`src/rtl/axil_regfile_slave_if.sv`:
```
// axil_regfile_slave_if: AXI4-Lite channel bundle between a master and the register-file slave.
interface axil_regfile_slave_if #(parameter int DW = 32, parameter int AW = 7);
  logic          awvalid, awready;
  logic [AW-1:0] awaddr;
  logic [2:0]    awprot;
  logic          wvalid, wready;
  logic [DW-1:0] wdata;
  logic [DW/8-1:0] wstrb;
  logic          bvalid, bready;
  logic [1:0]    bresp;
  logic          arvalid, arready;
  logic [AW-1:0] araddr;
  logic [2:0]    arprot;
  logic          rvalid, rready;
  logic [DW-1:0] rdata;
  logic [1:0]    rresp;
  modport master (
    output awvalid, awaddr, awprot, wvalid, wdata, wstrb, bready, arvalid, araddr, arprot, rready,
    input  awready, wready, bvalid, bresp, arready, rvalid, rdata, rresp
  );
  modport slave (
    input  awvalid, awaddr, awprot, wvalid, wdata, wstrb, bready, arvalid, araddr, arprot, rready,
    output awready, wready, bvalid, bresp, arready, rvalid, rdata, rresp
  );
endinterface

```
`src/rtl/axil_regfile_slave.sv`:
```
// axil_regfile_slave: AXI4-Lite register file with decoupled AW/W buffers, SLVERR on bad or read-only targets.
module axil_regfile_slave #(
  parameter int C_S_AXI_DATA_WIDTH = 32,
  parameter int NUM_REGS = 24,
  parameter int C_S_AXI_ADDR_WIDTH = 7,
  parameter int ADDR_LSB = $clog2(C_S_AXI_DATA_WIDTH/8),
  parameter logic [NUM_REGS-1:0] RO_MASK = '0
) (
  input  logic S_AXI_ACLK,
  input  logic S_AXI_ARESET,
  axil_regfile_slave_if.slave s_axi,
  output logic [NUM_REGS*C_S_AXI_DATA_WIDTH-1:0] regs_out
);
  localparam int DW = C_S_AXI_DATA_WIDTH;
  localparam int SW = DW/8;
  localparam int IW = C_S_AXI_ADDR_WIDTH - ADDR_LSB;
  localparam logic [2**IW-1:0] RO_FULL = (2**IW)'(RO_MASK);
  logic [NUM_REGS-1:0][DW-1:0] regs;
  logic aw_held, w_held, commit, wr_bad, rd_bad, ar_hs;
  logic [IW-1:0] aw_idx, ar_idx;
  logic [DW-1:0] w_data, rd_word;
  logic [SW-1:0] w_strb;
  logic unused_bits;
  assign unused_bits = ^{s_axi.awprot, s_axi.arprot, s_axi.awaddr[ADDR_LSB-1:0], s_axi.araddr[ADDR_LSB-1:0]};
  assign regs_out = regs;
  assign s_axi.awready = !aw_held;
  assign s_axi.wready = !w_held;
  assign s_axi.arready = !s_axi.rvalid || s_axi.rready;
  assign ar_hs = s_axi.arvalid && s_axi.arready;
  assign ar_idx = s_axi.araddr[C_S_AXI_ADDR_WIDTH-1:ADDR_LSB];
  assign commit = aw_held && w_held && (!s_axi.bvalid || s_axi.bready);
  assign wr_bad = ({1'b0, aw_idx} >= (IW+1)'(NUM_REGS)) || RO_FULL[aw_idx];
  assign rd_bad = {1'b0, ar_idx} >= (IW+1)'(NUM_REGS);
  // Out-of-range indices match no register, so the mux yields zero for them.
  always_comb begin
    rd_word = '0;
    for (int i = 0; i < NUM_REGS; i++) rd_word = (ar_idx == IW'(i)) ? regs[i] : rd_word;
  end
  always_ff @(posedge S_AXI_ACLK or posedge S_AXI_ARESET)
    if (S_AXI_ARESET) begin
      aw_held <= 1'b0;
      w_held <= 1'b0;
      aw_idx <= '0;
      w_data <= '0;
      w_strb <= '0;
      s_axi.bvalid <= 1'b0;
      s_axi.bresp <= 2'b00;
      regs <= '0;
    end else begin
      if (s_axi.awvalid && !aw_held) begin
        aw_held <= 1'b1;
        aw_idx <= s_axi.awaddr[C_S_AXI_ADDR_WIDTH-1:ADDR_LSB];
      end
      if (s_axi.wvalid && !w_held) begin
        w_held <= 1'b1;
        w_data <= s_axi.wdata;
        w_strb <= s_axi.wstrb;
      end
      if (commit) begin
        aw_held <= 1'b0;
        w_held <= 1'b0;
        s_axi.bvalid <= 1'b1;
        s_axi.bresp <= wr_bad ? 2'b10 : 2'b00;
      end else if (s_axi.bready) s_axi.bvalid <= 1'b0;
      if (commit && !wr_bad)
        for (int i = 0; i < NUM_REGS; i++)
          for (int b = 0; b < SW; b++)
            if (aw_idx == IW'(i) && w_strb[b]) regs[i][b*8 +: 8] <= w_data[b*8 +: 8];
    end
  always_ff @(posedge S_AXI_ACLK or posedge S_AXI_ARESET)
    if (S_AXI_ARESET) begin
      s_axi.rvalid <= 1'b0;
      s_axi.rdata <= '0;
      s_axi.rresp <= 2'b00;
    end else if (ar_hs) begin
      s_axi.rvalid <= 1'b1;
      s_axi.rdata <= rd_word;
      s_axi.rresp <= rd_bad ? 2'b10 : 2'b00;
    end else if (s_axi.rready) s_axi.rvalid <= 1'b0;
endmodule

```
`src/flat_wrapper.sv`:
```
// flat-port wrapper written by rule: the top's interface ports become plain ports
module axil_regfile_slave_flat 
#(
  parameter int C_S_AXI_DATA_WIDTH = 32,
  parameter int NUM_REGS = 24,
  parameter int C_S_AXI_ADDR_WIDTH = 7,
  parameter int ADDR_LSB = $clog2(C_S_AXI_DATA_WIDTH/8),
  parameter logic [NUM_REGS-1:0] RO_MASK = '0
)
  (S_AXI_ACLK, S_AXI_ARESET, regs_out, s_axi_awvalid, s_axi_awaddr, s_axi_awprot, s_axi_wvalid, s_axi_wdata, s_axi_wstrb, s_axi_bready, s_axi_arvalid, s_axi_araddr, s_axi_arprot, s_axi_rready, s_axi_awready, s_axi_wready, s_axi_bvalid, s_axi_bresp, s_axi_arready, s_axi_rvalid, s_axi_rdata, s_axi_rresp);
  axil_regfile_slave_if #(.DW(32), .AW(7)) s_axi_i ();
  input  logic S_AXI_ACLK;
  input  logic S_AXI_ARESET;
  output logic [NUM_REGS*C_S_AXI_DATA_WIDTH-1:0] regs_out;
  input wire logic [$bits(s_axi_i.awvalid)-1:0] s_axi_awvalid;
  input wire logic [$bits(s_axi_i.awaddr)-1:0] s_axi_awaddr;
  input wire logic [$bits(s_axi_i.awprot)-1:0] s_axi_awprot;
  input wire logic [$bits(s_axi_i.wvalid)-1:0] s_axi_wvalid;
  input wire logic [$bits(s_axi_i.wdata)-1:0] s_axi_wdata;
  input wire logic [$bits(s_axi_i.wstrb)-1:0] s_axi_wstrb;
  input wire logic [$bits(s_axi_i.bready)-1:0] s_axi_bready;
  input wire logic [$bits(s_axi_i.arvalid)-1:0] s_axi_arvalid;
  input wire logic [$bits(s_axi_i.araddr)-1:0] s_axi_araddr;
  input wire logic [$bits(s_axi_i.arprot)-1:0] s_axi_arprot;
  input wire logic [$bits(s_axi_i.rready)-1:0] s_axi_rready;
  output wire logic [$bits(s_axi_i.awready)-1:0] s_axi_awready;
  output wire logic [$bits(s_axi_i.wready)-1:0] s_axi_wready;
  output wire logic [$bits(s_axi_i.bvalid)-1:0] s_axi_bvalid;
  output wire logic [$bits(s_axi_i.bresp)-1:0] s_axi_bresp;
  output wire logic [$bits(s_axi_i.arready)-1:0] s_axi_arready;
  output wire logic [$bits(s_axi_i.rvalid)-1:0] s_axi_rvalid;
  output wire logic [$bits(s_axi_i.rdata)-1:0] s_axi_rdata;
  output wire logic [$bits(s_axi_i.rresp)-1:0] s_axi_rresp;
  assign s_axi_i.awvalid = s_axi_awvalid;
  assign s_axi_i.awaddr = s_axi_awaddr;
  assign s_axi_i.awprot = s_axi_awprot;
  assign s_axi_i.wvalid = s_axi_wvalid;
  assign s_axi_i.wdata = s_axi_wdata;
  assign s_axi_i.wstrb = s_axi_wstrb;
  assign s_axi_i.bready = s_axi_bready;
  assign s_axi_i.arvalid = s_axi_arvalid;
  assign s_axi_i.araddr = s_axi_araddr;
  assign s_axi_i.arprot = s_axi_arprot;
  assign s_axi_i.rready = s_axi_rready;
  assign s_axi_awready = s_axi_i.awready;
  assign s_axi_wready = s_axi_i.wready;
  assign s_axi_bvalid = s_axi_i.bvalid;
  assign s_axi_bresp = s_axi_i.bresp;
  assign s_axi_arready = s_axi_i.arready;
  assign s_axi_rvalid = s_axi_i.rvalid;
  assign s_axi_rdata = s_axi_i.rdata;
  assign s_axi_rresp = s_axi_i.rresp;
  axil_regfile_slave #(.C_S_AXI_DATA_WIDTH(C_S_AXI_DATA_WIDTH), .NUM_REGS(NUM_REGS), .C_S_AXI_ADDR_WIDTH(C_S_AXI_ADDR_WIDTH), .ADDR_LSB(ADDR_LSB), .RO_MASK(RO_MASK)) u_core (.S_AXI_ACLK(S_AXI_ACLK), .S_AXI_ARESET(S_AXI_ARESET), .s_axi(s_axi_i), .regs_out(regs_out));
endmodule
```
`config.mk`:
```
export PLATFORM = sky130hd
export DESIGN_NAME = axil_regfile_slave_flat
export DESIGN_NICKNAME = d
export VERILOG_FILES = /design/src/rtl/axil_regfile_slave_if.sv /design/src/rtl/axil_regfile_slave.sv /design/src/flat_wrapper.sv
export SDC_FILE = /design/constraint.sdc
export NUM_CORES = 2
export LEC_CHECK = 0
export ABC_AREA = 1
export CORE_AREA = 2 2 341 343
export CTS_BUF_LIST = sky130_fd_sc_hd__clkbuf_4
export CTS_CLUSTER_SIZE = 20
export DETAILED_ROUTE_END_ITERATION = 10
export DIE_AREA = 0 0 343 345
export HOLD_SLACK_MARGIN = 0.06
export PLACE_DENSITY = 0.63
export SLEW_MARGIN = 5
export SYNTH_ARGS = -nofsm -noshare
export SYNTH_HDL_FRONTEND = slang
export SYNTH_SLANG_ARGS = --single-unit
```
`constraint.sdc`:
```
create_clock -name S_AXI_ACLK -period 33.6 [get_ports S_AXI_ACLK]
set_clock_uncertainty 0.2 [all_clocks]
set_input_delay 6.72 -clock S_AXI_ACLK [delete_from_list [all_inputs] [get_ports S_AXI_ACLK]]
set_output_delay 6.72 -clock S_AXI_ACLK [all_outputs]
set_load 0.005 [all_outputs]
```
; Word level (Yosys, flattened, before mapping)
; Memory sizes are Yosys's and may differ from the RTL's.
; Cells that the tools add are included.
[word_totals]
mem_count = 1
word_cells = 403
rom_bits = 32
out_inout_bits = 809
inputBits = 63
register_bits = 849
[op_classes]
eq_ne = 46
n_mux = 35
order_cmp = 3
reduce_logical = 212
[memory_table]
columns = name, depth, word_bits, rd, rd_ports_with_merged_regs, wr, line_no
row1 = (name not given), 32, 1, 1, 0, 0, axil_regfile_slave.sv:32  ; assign wr_bad = ({1'b0, aw_idx} >= (IW+1)'(NUM_REGS)) || RO_FULL[aw_idx];
[ops]
columns = cell, n
row1 = $mux W32, 24
row2 = $reduce_and A2 Y1, 96
row3 = $logic_and A1 B1 Y1, 102
row4 = $eq A5 B4 Y1 const B, 16
row5 = $eq A5 B5 Y1 const B, 16
row6 = $eq A5 B3 Y1 const B, 8
row7 = $eq A5 B2 Y1 const B, 4
row8 = $eq A5 B1 Y1 const B, 2
row9 = $ge A5 B5 Y1 const B, 2
row10 = $logic_not A5 Y1, 2
row11 = $mux W1, 9
row12 = $reduce_bool A2 Y1, 4
row13 = $lt A5 B6 Y1 const B, 1
row14 = $logic_not A1 Y1, 5
row15 = $mux W2, 2
row16 = $logic_or A1 B1 Y1, 3

; Longest topological paths before layout
[depth]
ltp_word = 25
mapped_depth = 21
mapped_depth_nobuf = 20

; Worst setup path before layout
; No wires, ideal clock.
[synth_path]
path_type = input to output
start = input s_axi_rready
end = output s_axi_arready
arrival_ns = 6.823
path_buffers = 0
path_slack_ns = 19.857
cell_stages = 2
t_required_ns = 26.680
cell_sequence = inv_1 > nand2_1
[synth_between]
elab_chain_len = 1
[synth_lines]
columns = item, line_no
row1 = "start, declared", flat_wrapper.sv:25  ; input wire logic [$bits(s_axi_i.rready)-1:0] s_axi_rready;
row2 = $logic_or A1 B1 Y1, axil_regfile_slave.sv:28  ; assign s_axi.arready = !s_axi.rvalid || s_axi.rready;
row3 = "end, declared", flat_wrapper.sv:30  ; output wire logic [$bits(s_axi_i.arready)-1:0] s_axi_arready;
; No other way between the ends.

; Worst setup path after layout
; Ends and elaborated chain as after synthesis.

==> metrics.md <==
| Metric | Value |
|---|---|
| Status | `completed` |
| Yosys warnings | `0` |
| Clock Path Buffers | `3` |
| DRC errors left | `0` |
| Initial antenna violation count | `28` |
| Final GP Congestion | `approximately 0.9` |
| Setup WS pre-CTS | `~19 ns` |
| Post-CTS Setup Repair Bufs | `0` |
| Yosys cell types | `24` |
| Die X | `~340 um` |
| Synthesized area per cell | `8.17 um2` |
| Top-Level Pins | `between 800 and 900` |
| Leakage power | `roughly 22 nW` |
| Die area | `around 120000 um2` |
| Post-synth EDFFs | `0` |
| Via count | `between 30000 and 40000` |
| Largest net degree at the start of global routing | `~180` |
| Detailed Routing Iterations Pass 1 | `6` |
| Most frequent cell after synthesis | `nand2_1` |
| Most area-hungry cell type in the Yosys netlist | `dfrtp_1` |
| Htree depth | `4` |
| Detail Placement HPWL | `around 130000 um` |
| Gr usage total | `0.284` |
| FP Rows | `between 100 and 150` |
| Clk sink count | `about 850` |
| Slew Limit Headroom | `0.0384` |
| CTS buffer count | `230` |
| Tcrit/Tclk final | `0.441` |
| Port buffer count | `~860` |
| Clk_lat worst skew | `roughly 1.1 ns` |
| Crit path required time | `about 27 ns` |
| Worst-path clk slew | `around 0.06 ns` |
| Max incr delay on CP | `approximately 0.52 ns` |
| Routed Antenna Nets | `0` |
| Share of cells above drive strength 1 | `0.0926` |
| Grt ovf | `0` |
| First-pass GRT wire length | `243000 um` |
| Critical-path cell list | `clkdlybuf4s50_1, inv_1, nand2_1, clkdlybuf4s50_1` |
| Die Height | `approximately 350 um` |
| Synth top area cells | `dfrtp_1 58%, nand2_1 16%, o21ai_0 10%` |
| Vias per inst | `5.04` |
| Synth top area share | `0.575` |
| Final net count | `roughly 5400` |
| Final hold violation count | `0` |
| Crit path time final | `between 10 and 15 ns` |
| Buf/Inv on CP | `3` |
| Setup TNS | `0 ns` |
| Quantity of gates resized following cts | `0` |
| Worst setup SP type | `input port` |
| Mapped Cells | `4510` |
| Area of the multi-input gates | `13700 um2` |
| Root Driver | `clkbuf_4` |
| Area Overhead vs Synth | `35.0%` |
| Slew @ Worst Pin | `roughly 1.4 ns` |
| Final setup violation count | `0` |
| Critical-path maximum fanout | `3` |
| Fillers | `roughly 12000` |
| Synth top cells by count | `1544 x nand2_1, 847 x dfrtp_1, 738 x o21ai_0` |
| Reg area | `between 20000 and 25000 um2` |
| Final worst slack | `about 19 ns` |
| Final core occ | `0.432` |
| Post-synthesis cell area | `between 30000 and 40000 um2` |
| Sequential fraction of the synthesis area | `0.575` |
| Placeable core region | `around 120000 um2` |
| Post-synthesis register bit count | `847` |
| Worst-path cell with the longest stage delay | `clkdlybuf4s50_1` |
| Critical path class | `input port to primary output` |
| CP most frequent cell | `clkdlybuf4s50_1` |
| Pwr/cell area | `~84 nW/um2` |
| Max Slew Vio Count | `0` |
| Crit end category | `primary output` |
| RSZ-0062 raised after global routing | `false` |
| CTS tree | `yes` |
| Initial Util | `0.320` |
| Max Cap Viol | `0` |
| CTS Hold Bufs | `0` |
| DRT Wirelength | `approximately 170000 um` |
| Min-Delay Path Class | `flip-flop to flip-flop` |
| Synth Flop Type | `dfrtp_1` |
| FFs w/ async S/R, synth | `1.00` |
| Number of global-route vias before repair | `33800` |
| Fmax achieved | `67.5 MHz` |
| Wire length per cell | `about 24 um` |
| Critical path arrival | `between 7 and 8 ns` |
| Maximum vdd drop | `0.0415 mV` |
| Delay-heaviest family, CP | `buffers and inverters` |
| DR iter-0 viols | `approximately 3000` |
==> through the flow <==
step           instance area [um2]  std cells  hold WS [ns]  total power (W)
2_1_floorplan                36800       4511         0.253          0.00214
3_3_place_gp                 46800       6677         0.259          0.00323
3_5_place_dp                 46800       6677         0.264          0.00326
4_1_cts                      49700       7075         0.277          0.00421
5_1_grt                      49700       7079         0.298          0.00443
6_report                     49700       7092         0.278          0.00419
==> sequential cells by signal (all words and copies together), names as in the netlist <==
register and cells:
u_core.s_axi.rdata 32, u_core.regs_out 768, u_core.w_held 1, u_core.s_axi.bresp 1, u_core.s_axi.bvalid 1, u_core.w_data 32
u_core.s_axi.rvalid 1, u_core.s_axi.rresp 1, u_core.aw_held 1, u_core.aw_idx 5, u_core.w_strb 4
==> placed cells by master (no fill, tap or decap), types with 6 or more instances in the layout <==
cell type,Yosys,layout
a21oi_1,156,156
buf_4,2,43
clkbuf_4,0,354
clkdlybuf4s50_1,0,859
clkinv_1,0,30
dfrtp_1,847,847
diode_2,0,17
inv_1,277,275
inv_2,6,11
mux2_2,6,6
nand2_1,1544,1542
nand3_1,82,82
nand4_1,136,136
nor2_1,358,343
nor2_2,8,14
nor2_4,0,9
o21ai_0,738,738
or2_0,17,17
or2_1,8,8
or2_2,56,56
==> routing by layer <==
metal / vias up / wire length [um] / GRT usage
met5: - / 84 / 0
met4: 12 / 7810 / 0.126
met3: 383 / 16300 / 0.0867
met2: 1759 / 78200 / 0.445
met1: 17200 / 69700 / 0.360
li1: 16400 / - / -
==> cell families (layout without fill, tap and decap cells) <==
family	count (synthesis)	after routing	synth area share
AND/OR/NAND/NOR	2215	2215	0.244
AO/OA/AOI/OAI	895	895	0.122
flip-flops	847	847	0.575
buffers and inverters	546	1586	0.0568
multiplexers	6	6	0.00183
other	1	19	0.000102
==> worst paths after layout <==
kind	from	endpoint	slack, ns	depth (start not counted)
min reg2reg	u_core.s_axi.rdata[19]	u_core.s_axi.rdata[19]	0.28	2
max	s_axi_rready	s_axi_arready	18.80	4
max reg2reg	u_core.s_axi.bvalid	u_core.regs_out[408]	29.73	7
min	u_core.s_axi.rdata[19]	u_core.s_axi.rdata[19]	0.28	2
min in group asynchronous	S_AXI_ARESET	u_core.s_axi.rdata[1]	5.95	2
max in group asynchronous	S_AXI_ARESET	u_core.regs_out[458]	24.00	5
==> worst min-delay path, cell delays in order (launching register included) <==
cell and delay [ns]:
dfrtp_1 0.34, nand2_1 0.05, nand2_1 0.05
==> power by group <==
group          switching, W  internal [W]  total, W
logic              0.000781      0.000748   0.00153
clock network      0.000451      0.000482  0.000933
registers          0.000342       0.00139   0.00173
==> final cells by class <==
type / count / area share
antenna: 17 / 0.000855
clock buffer: 354 / 0.0534
clock inverter: 44 / 0.00443
inverter: 283 / 0.0215
multi-input combinational: 3118 / 0.275
sequential: 847 / 0.426
tap: 1524 / 0.0383
timing repair buffer: 905 / 0.181
No activity file was read; power rests on OpenSTA's default activity.
